`config.mk`:
```
export PLATFORM = sky130hd
export DESIGN_NAME = seg7_bcd_scan_driver_flat
export DESIGN_NICKNAME = d
export VERILOG_FILES = /design/src/rtl/seg7_bcd_scan_driver_pkg.sv /design/src/rtl/seg7_bcd_scan_driver_if.sv /design/src/rtl/seg7_bcd_scan_driver_bin2bcd_seq.sv /design/src/rtl/seg7_bcd_scan_driver.sv /design/src/flat_wrapper.sv
export SDC_FILE = /design/constraint.sdc
export NUM_CORES = 1
export LEC_CHECK = 0
export ABC_AREA = 1
export CORE_UTILIZATION = 54
export DETAILED_ROUTE_END_ITERATION = 16
export PLACE_DENSITY = 0.8
export SLEW_MARGIN = 15
export SYNTH_ARGS = -nofsm -noshare
export SYNTH_HDL_FRONTEND = slang
export SYNTH_HIERARCHICAL = 1
export SYNTH_SLANG_ARGS = --single-unit
```
`constraint.sdc`:
```
create_clock -name clk -period 2.34 [get_ports clk]
set_clock_uncertainty 0.2 [all_clocks]
set_input_delay 0.468 -clock clk [delete_from_list [all_inputs] [get_ports clk]]
set_output_delay 0.468 -clock clk [all_outputs]
set_load 0.01 [all_outputs]
```
`src/rtl/seg7_bcd_scan_driver_pkg.sv`:
```
// Shared definitions for the BCD seven-segment scan driver.
// Contains active-low segment patterns {g,f,e,d,c,b,a}, the converter state
// encoding, and helpers for sizing the BCD accumulator and decoding digits.
package seg7_pkg;

  localparam logic [6:0] SEG_0   = 7'h40;
  localparam logic [6:0] SEG_1   = 7'h79;
  localparam logic [6:0] SEG_2   = 7'h24;
  localparam logic [6:0] SEG_3   = 7'h30;
  localparam logic [6:0] SEG_4   = 7'h19;
  localparam logic [6:0] SEG_5   = 7'h12;
  localparam logic [6:0] SEG_6   = 7'h02;
  localparam logic [6:0] SEG_7   = 7'h78;
  localparam logic [6:0] SEG_8   = 7'h00;
  localparam logic [6:0] SEG_9   = 7'h10;
  localparam logic [6:0] SEG_OFF = 7'h7F;

  typedef enum logic [1:0] {
    IDLE  = 2'd0,
    SHIFT = 2'd1,
    LATCH = 2'd2
  } conv_state_t;

  // Decimal digits needed to show the largest unsigned value of 'width' bits.
  function automatic int bcd_digits(input int width);
    longint unsigned max_v;
    int n;
    max_v = (64'd1 << width) - 64'd1;
    n = 1;
    while (max_v >= 64'd10) begin
      max_v = max_v / 64'd10;
      n++;
    end
    return n;
  endfunction

  // Active-low pattern for one BCD nibble; codes above 9 cannot occur and go blank.
  function automatic logic [6:0] seg7_decode(input logic [3:0] nib);
    case (nib)
      4'd0:    return SEG_0;
      4'd1:    return SEG_1;
      4'd2:    return SEG_2;
      4'd3:    return SEG_3;
      4'd4:    return SEG_4;
      4'd5:    return SEG_5;
      4'd6:    return SEG_6;
      4'd7:    return SEG_7;
      4'd8:    return SEG_8;
      4'd9:    return SEG_9;
      default: return SEG_OFF;
    endcase
  endfunction

endpackage

```
`src/rtl/seg7_bcd_scan_driver_if.sv`:
```
// Load/display bundle between the game controller (master) and the
// seven-segment scan driver (slave).
interface seg7_bcd_scan_driver_if #(
  parameter int VALUE_WIDTH = 8,
  parameter int NUM_DIGITS  = 4
);
  logic [VALUE_WIDTH-1:0] value_in;
  logic                   value_valid;
  logic                   busy;
  logic [6:0]             seg;
  logic [NUM_DIGITS-1:0]  digit_select;

  modport master (
    output value_in, value_valid,
    input  busy, seg, digit_select
  );

  modport slave (
    input  value_in, value_valid,
    output busy, seg, digit_select
  );
endinterface

```
`src/rtl/seg7_bcd_scan_driver_bin2bcd_seq.sv`:
```
// Sequential double-dabble binary-to-BCD converter, one shift per clock.
// A strobe arriving while a conversion runs is parked in a one-deep pending
// slot (last strobe wins) and starts straight out of LATCH.
module bin2bcd_seq
  import seg7_pkg::*;
#(
  parameter int VALUE_WIDTH = 8,
  parameter int BCD_DIGITS  = 3
) (
  input  logic                    clk,
  input  logic                    reset,
  input  logic [VALUE_WIDTH-1:0]  value_in,
  input  logic                    value_valid,
  output logic                    busy,
  output logic [4*BCD_DIGITS-1:0] bcd_out
);

  localparam int BCD_W = 4 * BCD_DIGITS;
  localparam int CNT_W = $clog2(VALUE_WIDTH + 1);

  conv_state_t            state;
  logic [VALUE_WIDTH-1:0] sr;
  logic [BCD_W-1:0]       acc;
  logic [BCD_W-1:0]       adj;
  logic [CNT_W-1:0]       cnt;
  logic                   pend_vld;
  logic [VALUE_WIDTH-1:0] pend_val;

  // Add-3 correction on every nibble that would overflow past 9 when doubled.
  always_comb begin
    adj = acc;
    for (int i = 0; i < BCD_DIGITS; i++) begin
      if (acc[4*i +: 4] >= 4'd5) adj[4*i +: 4] = acc[4*i +: 4] + 4'd3;
    end
  end

  // Conversion FSM with pending slot; display copy only happens in LATCH.
  always_ff @(posedge clk) begin
    if (reset) begin
      state    <= IDLE;
      busy     <= 1'b0;
      sr       <= '0;
      acc      <= '0;
      cnt      <= '0;
      bcd_out  <= '0;
      pend_vld <= 1'b0;
      pend_val <= '0;
    end else begin
      case (state)
        IDLE: begin
          if (value_valid) begin
            sr    <= value_in;
            acc   <= '0;
            cnt   <= '0;
            busy  <= 1'b1;
            state <= SHIFT;
          end
        end
        SHIFT: begin
          acc <= {adj[BCD_W-2:0], sr[VALUE_WIDTH-1]};
          sr  <= sr << 1;
          cnt <= cnt + 1'b1;
          if (cnt == CNT_W'(VALUE_WIDTH - 1)) state <= LATCH;
          if (value_valid) begin
            pend_vld <= 1'b1;
            pend_val <= value_in;
          end
        end
        LATCH: begin
          bcd_out  <= acc;
          pend_vld <= 1'b0;
          if (value_valid || pend_vld) begin
            sr    <= value_valid ? value_in : pend_val;
            acc   <= '0;
            cnt   <= '0;
            state <= SHIFT;
          end else begin
            busy  <= 1'b0;
            state <= IDLE;
          end
        end
        default: begin
          busy  <= 1'b0;
          state <= IDLE;
        end
      endcase
    end
  end

endmodule

```
`src/rtl/seg7_bcd_scan_driver.sv`:
```
// Seven-segment BCD scan driver: converts a binary value to BCD and
// time-multiplexes NUM_DIGITS common-anode digits from the system clock,
// each digit enabled for SCAN_TICKS cycles.
// Build option: define SEG7_LZ_BLANK_EN to blank leading zeros (value 0
// still shows a single "0" in digit 0).
module seg7_bcd_scan_driver
  import seg7_pkg::*;
#(
  parameter int VALUE_WIDTH = 8,
  parameter int NUM_DIGITS  = 4,
  parameter int SCAN_TICKS  = 100_000
) (
  input  logic                    clk,
  input  logic                    reset,
  seg7_bcd_scan_driver_if.slave   bus
);

  localparam int BCD_DIGITS = bcd_digits(VALUE_WIDTH);
  localparam int BCD_W      = 4 * BCD_DIGITS;
  localparam int CNT_W      = (SCAN_TICKS > 1) ? $clog2(SCAN_TICKS) : 1;
  localparam int IDX_W      = (NUM_DIGITS > 1) ? $clog2(NUM_DIGITS) : 1;

  logic [BCD_W-1:0] bcd;
  logic [CNT_W-1:0] scan_cnt;
  logic [IDX_W-1:0] digit_idx;
  logic [3:0]       cur_nib;
  logic             cur_blank;

  bin2bcd_seq #(
    .VALUE_WIDTH (VALUE_WIDTH),
    .BCD_DIGITS  (BCD_DIGITS)
  ) u_conv (
    .clk         (clk),
    .reset       (reset),
    .value_in    (bus.value_in),
    .value_valid (bus.value_valid),
    .busy        (bus.busy),
    .bcd_out     (bcd)
  );

  // Select the nibble for the scanned digit; digits above the BCD width read 0.
  always_comb begin
    cur_nib = 4'd0;
    for (int i = 0; i < BCD_DIGITS; i++) begin
      if (digit_idx == IDX_W'(i)) cur_nib = bcd[4*i +: 4];
    end
  end

`ifdef SEG7_LZ_BLANK_EN
  int msd;
  // Blank every digit above the most significant nonzero one (digit 0 never blanks).
  always_comb begin
    msd = 0;
    for (int i = 0; i < BCD_DIGITS; i++) begin
      if (bcd[4*i +: 4] != 4'd0) msd = i;
    end
    cur_blank = (int'(digit_idx) > msd);
  end
`else
  assign cur_blank = 1'b0;
`endif

  // Scan timing plus registered segment/digit outputs for the current index.
  always_ff @(posedge clk) begin
    if (reset) begin
      scan_cnt         <= '0;
      digit_idx        <= '0;
      bus.seg          <= SEG_OFF;
      bus.digit_select <= '1;
    end else begin
      bus.seg          <= cur_blank ? SEG_OFF : seg7_decode(cur_nib);
      bus.digit_select <= ~(NUM_DIGITS'(1) << digit_idx);
      if (scan_cnt == CNT_W'(SCAN_TICKS - 1)) begin
        scan_cnt  <= '0;
        digit_idx <= (digit_idx == IDX_W'(NUM_DIGITS - 1)) ? '0 : digit_idx + 1'b1;
      end else begin
        scan_cnt <= scan_cnt + 1'b1;
      end
    end
  end

endmodule

```
`src/flat_wrapper.sv`:
```
// flat-port wrapper written by rule: the top's interface ports become plain ports
module seg7_bcd_scan_driver_flat import seg7_pkg::*;
#(
  parameter int VALUE_WIDTH = 8,
  parameter int NUM_DIGITS  = 4,
  parameter int SCAN_TICKS  = 100_000
)
  (clk, reset, bus_value_in, bus_value_valid, bus_busy, bus_seg, bus_digit_select);
  seg7_bcd_scan_driver_if #(.VALUE_WIDTH(VALUE_WIDTH), .NUM_DIGITS(NUM_DIGITS)) bus_i ();
  input  logic clk;
  input  logic reset;
  input wire logic [$bits(bus_i.value_in)-1:0] bus_value_in;
  input wire logic [$bits(bus_i.value_valid)-1:0] bus_value_valid;
  output wire logic [$bits(bus_i.busy)-1:0] bus_busy;
  output wire logic [$bits(bus_i.seg)-1:0] bus_seg;
  output wire logic [$bits(bus_i.digit_select)-1:0] bus_digit_select;
  assign bus_i.value_in = bus_value_in;
  assign bus_i.value_valid = bus_value_valid;
  assign bus_busy = bus_i.busy;
  assign bus_seg = bus_i.seg;
  assign bus_digit_select = bus_i.digit_select;
  seg7_bcd_scan_driver #(.VALUE_WIDTH(VALUE_WIDTH), .NUM_DIGITS(NUM_DIGITS), .SCAN_TICKS(SCAN_TICKS)) u_core (.clk(clk), .reset(reset), .bus(bus_i));
endmodule
```
==> results_dict.tcl, run 1 <==
set metrics [dict create \
    grt_pass1_vias 3073 \
    drt-wirelength-per-cell_um 11.3 \
    n_antenna_cell 0 \
    ir_drop_mv 0.471 \
    yosys_warnings 6 \
    cp_max_fo 6 \
    final_cells 702 \
    clock_latency_ps 340 \
    synth_sequential_area_ratio 0.383 \
    hold_viol 0 \
    ctsResizeCount 0 \
    grt_max_degree 26 \
    p_switching_uw 1460 \
    clk_path_buf_depth 2 \
    r2r-end "u_core/bus.seg[3]" \
    pre_cts_slack_ps 126 \
    final_common_cell "nand2_1" \
    die_area_um2 7900 \
    drc 0 \
    cts_hold_buf 0 \
    hold_path_class "flip-flop to flip-flop" \
    wl_mm 7.95 \
    critPathLaunchType "flip-flop" \
    syn2layout_area_growth_pct 11.3 \
    numClockSinks 78 \
    finalSetupTns_ps 0 \
    maxSlewViolCount 0 \
    ys.flop_type "dfxtp_1" \
    core_region_area_um2 7250 \
    ys_ff_latch 78 \
    crit_type "flip-flop to flip-flop" \
    hold_start "u_core/scan_cnt[0]" \
    holdPathStages 1 \
    hpwl_mm 5.69 \
    initial_core_util 0.562 \
    cts_tree "built" \
    cts_setup_buffers 0 \
    ant_nets 0 \
    rsz0062_at_grt "no" \
    via_count 3612 \
    p_leak_uw 0.00191 \
    syn_area_um2 4070 \
    crit_required_ps 2380 \
    cts_buffers 9 \
    syn-num-nets 607 \
    die_y_um 88.9 \
    worst-slew-pin-transition_ps 649 \
    relSlewSlack 0.567 \
    power.share.clock 0.234 \
    synth_area_per_cell_um2 7.04 \
    holdPathEnd "u_core/scan_cnt[0]" \
    status "completed" \
    setup_viol 0 \
    max_freq_mhz 479 \
    io_pins 23 \
    synthArstFlopShare 0 \
    crit_path_end_kind "flip-flop" \
    seqPwrFrac 0.421 \
    layout_setup_ws_ps 252 \
    internal_power_uw 2590 \
    synth_edf_count 0 \
    antenna_found_initial 0 \
    maxCapViolCount 0 \
    synth_cell_types 33 \
    grt_pass1_wl_mm 13.1 \
    synthCells 579 \
    swShare 0.362 \
    port_buffers 22 \
    grt_overflow 0 \
    gp_congestion 0.857 \
    drtIter0Drc 169 \
    r2r_slack_ps 250 \
    period_needed_ps 2090 \
    grt.total_usage 0.213 \
    comb_power_share 0.345 \
    clockRootBuffer "clkbuf_8" \
    cts.reportedPaths.clkPinSlew_ps 80 \
    firstDrtPassIters 4 \
    final_cell_mix "nand2_1, inv_1, dfxtp_1, a21oi_1, nor2_1" \
    dp_cells 687 \
    fin_util 0.625 \
    reg2reg_from "u_core/digit_idx[0]" \
    dieWidth_um 88.9 \
    layout-drive-gt1-share 0.0995 \
    h-tree-depth 3 \
    fin_crit_sh 0.892 \
    std_cell_rows 31 \
    r2r_cells 12 \
    powerDensity_nw_per_um2 893 \
    total_power_uw 4050 \
    worstPathArrival_ps 2130 \
    avgViaCountPerCell 5.15 \
    num-nets-final 627 \
]
## metrics by stage
step | hold slack (ps) | area (um2)
2_1_floorplan | 217 | 4070
3_3_place_gp | 229 | 4350
3_5_place_dp | 239 | 4350
4_1_cts | 249 | 4530
5_1_grt | 287 | 4530
6_report | 246 | 4530
## synthesized netlist by cell type (6+ instances only)
| library cell | count | area (um2) |
|---|---|---|
| nand2_1 | 133 | 499 |
| inv_1 | 83 | 312 |
| dfxtp_1 | 78 | 1560 |
| a21oi_1 | 58 | 290 |
| nor2_1 | 46 | 173 |
| o21ai_0 | 41 | 205 |
| nand3_1 | 27 | 135 |
| ha_1 | 17 | 213 |
| nand2_2 | 12 | 75.1 |
| a21oi_2 | 11 | 96.3 |
| nand4_1 | 11 | 68.8 |
| buf_2 | 7 | 35.0 |
| inv_2 | 7 | 26.3 |
| xor2_1 | 7 | 61.3 |
| clkbuf_1 | 6 | 22.5 |
| o22ai_1 | 6 | 37.5 |
## cell families (layout without fill, tap and decap cells)
| logic type | after synthesis | in the layout | share of synthesized area |
|---|---|---|---|
| AND/OR/NAND/NOR | 247 | 247 | 0.273 |
| adder cells (fa/ha/maj) | 17 | 17 | 0.0522 |
| buffers and inverters | 109 | 133 | 0.109 |
| flip-flops | 78 | 78 | 0.383 |
| XOR/XNOR | 8 | 8 | 0.0172 |
| AO/OA/AOI/OAI | 120 | 120 | 0.165 |
## critical path: stages (launching register included)
cell	delay, ps
dfxtp_1	350
inv_1	100
ha_1	280
inv_2	100
or2_4	250
nand2_4	110
inv_1	70
ha_1	290
inv_1	40
nand2_1	50
nand2_1	50
nand2_1	50
nand2_1	40
## layout make-up
class                      count  area, um2
multi-input combinational    392       2070
tap                           99        124
inverter                      91        342
fill                         662       2720
clock buffer                  12        135
timing repair buffer          27        258
clock inverter                 3       46.3
sequential                    78       1560
## registers in the layout (all words and copies together), names as in the netlist
name and flops:
u_core/u_conv/cnt 4, u_core/u_conv/state 2, u_core/digit_idx 2, u_core/u_conv/acc 12
u_core/bus.seg 7, u_core/u_conv/pend_vld 1, u_core/scan_cnt 17, u_core/u_conv/sr 8
u_core/u_conv/pend_val 8, u_core/u_conv/busy 1, u_core/u_conv/bcd_out 12, u_core/bus.digit_select 4
## layer usage
metal  vias up  global-route usage  share of wire
li1       1884                   -              -
met1      1633               0.273           0.48
met2        78               0.350           0.47
met3        17              0.0354          0.035
met4         0              0.0968          0.018
met5         -                   0              0
## worst max-delay path by stage
stage	to	from	slack [ps]
floorplan	u_core/bus.seg[3]	u_core/digit_idx[0]	440
CTS	u_core/bus.seg[3]	u_core/digit_idx[0]	260
finish	u_core/bus.seg[3]	u_core/digit_idx[0]	250
detailed placement	u_core/u_conv/cnt[0]	bus_value_valid	130
global route	u_core/bus.seg[3]	u_core/digit_idx[0]	90
global placement	u_core/u_conv/acc[9]	bus_value_valid	200
## power groups by stage
stage | Sequential [uW] | Combinational (uW) | Clock [uW]
floorplan | 1730 | 1070 | 0
global placement | 1730 | 1350 | 0
detailed placement | 1730 | 1380 | 0
CTS | 1700 | 1390 | 973
global route | 1730 | 1570 | 1040
finish | 1700 | 1400 | 948
Power figures use the tool's default switching activity.
==> run 2: changes to the inputs <==
CORE_MARGIN = 2   (was unset)
==> results_dict.tcl, run 2 (same netlist as run 1, synthesis figures left out) <==
set metrics [dict create \
    status "completed" \
    cp.depth 12 \
    crit_required_ps 2380 \
    final_common_cell "nand2_1" \
    powerDensity_nw_per_um2 925 \
    clock_latency_ps 350 \
    gp_congestion 0.856 \
    final_cell_mix "nand2_1, inv_1, dfxtp_1, a21oi_1, nor2_1" \
    multi_input_comb_area_um2 2070 \
    drtIter0Drc 237 \
    final_cells 703 \
    reg_top3 "u_core/scan_cnt x17, u_core/u_conv/acc x12, u_core/u_conv/bcd_out x12" \
    grt_max_degree 25 \
    die_area_um2 8250 \
    via_count 3685 \
    period_needed_ps 2100 \
    cp_max_fo 6 \
    worstPathArrival_ps 2140 \
    io_pins 23 \
    worstPathCellList "inv_1 > ha_1 > inv_2 > or2_4 > nand2_4 > inv_1 > ha_1 > inv_1 > nand2_1 > nand2_1 > nand2_1 > nand2_1" \
    avgViaCountPerCell 5.24 \
    hold_path_class "flip-flop to flip-flop" \
    relSlewSlack 0.561 \
    cts_buffers 9 \
    finalSetupTns_ps 0 \
    n_antenna_cell 0 \
    num-nets-final 628 \
    largest_reg_flops 17 \
    max_freq_mhz 476 \
    p_leak_uw 0.00194 \
    die_y_um 90.9 \
    port_buffers 22 \
    crit_slowest_cell "dfxtp_1" \
    dp_cells 688 \
    maxCapViolCount 0 \
    grt_pass1_wl_mm 14.5 \
    cts_setup_buffers 0 \
    grt_overflow 0 \
    ant_nets 0 \
    wl_mm 8.33 \
    h-tree-depth 3 \
    fin_crit_sh 0.898 \
    grt_pass1_vias 3350 \
    ctsResizeCount 0 \
    holdPathStages 1 \
    crit_type "flip-flop to flip-flop" \
    register_area_um2 1560 \
    cts_tree "built" \
    slowest_delay_ps 350 \
    antenna_found_initial 0 \
    initial_core_util 0.559 \
    layout-drive-gt1-share 0.106 \
    critPathTopFamily "adder cells" \
    r2r_slack_ps 240 \
    dieWidth_um 90.9 \
    rsz0062_at_grt "no" \
    critical_path_buf_inv_count 4 \
    clk_path_buf_depth 2 \
    firstDrtPassIters 5 \
    hold_viol 0 \
    grt.total_usage 0.212 \
    drc 0 \
    top_register "u_core/scan_cnt" \
    crit_path_end_kind "flip-flop" \
    r2r_cells 12 \
    crit_top_cell "nand2_1" \
    hold_ws_ps 253 \
    std_cell_rows 31 \
    setup_viol 0 \
    numClockSinks 78 \
    clockRootBuffer "clkbuf_8" \
    n_fill_cell 665 \
    syn2layout_area_growth_pct 12.5 \
    worst-slew-pin-transition_ps 658 \
    hpwl_mm 5.77 \
    core_region_area_um2 7290 \
    ir_drop_mv 0.445 \
    cts_hold_buf 0 \
    critPathLaunchType "flip-flop" \
    maxSlewViolCount 0 \
    drt-wirelength-per-cell_um 11.8 \
    cts.reportedPaths.clkPinSlew_ps 70 \
]
## run 2: cell types whose count changed in the layout (fill, tap and decap cells not counted), sizes merged
cell,before,now
bufinv,1,2
clkinv,2,3
clkinvlp,1,0
buf,5,6
clkbuf,12,11
## run 2: per-stage QoR
| stage | setup slack, ps | total power, uW | utilization | instance area (um2) |
|---|---|---|---|---|
| floorplan | 441 | 2800 | - | 4070 |
| global placement | 232 | 3100 | 0.598 | 4360 |
| detailed placement | 171 | 3140 | 0.598 | 4360 |
| CTS | 245 | 4260 | 0.628 | 4580 |
| global route | 73.0 | 4560 | 0.628 | 4580 |
| finish | 240 | 4240 | 0.628 | 4580 |
## run 2: cell type report
| type | count | area share |
|---|---|---|
| Multi-Input combinational cell | 392 | 0.451 |
| Sequential cell | 78 | 0.341 |
| Inverter | 91 | 0.0745 |
| Timing Repair Buffer | 28 | 0.0579 |
| Clock buffer | 11 | 0.0330 |
| Tap cell | 99 | 0.0270 |
| Clock inverter | 4 | 0.0153 |
## run 2: metal layers
metal,part of all wire,vias up,global-route usage
li1,-,1883,-
met1,0.47,1685,0.267
met2,0.47,101,0.350
met3,0.047,16,0.0384
met4,0.020,0,0.104
met5,0,-,0
## run 2: power by group
part	leakage, uW	internal [uW]	switching (uW)
clock	0.000115	649	463
sequential	0.000637	1590	116
combinational	0.00119	520	904
total	0.00194	2760	1480
## run 2: worst paths after layout
check | start | to
max reg2reg | u_core/digit_idx[0] | u_core/bus.seg[3]
max | u_core/digit_idx[0] | u_core/bus.seg[3]
min reg2reg | u_core/scan_cnt[0] | u_core/scan_cnt[0]
min | u_core/scan_cnt[0] | u_core/scan_cnt[0]
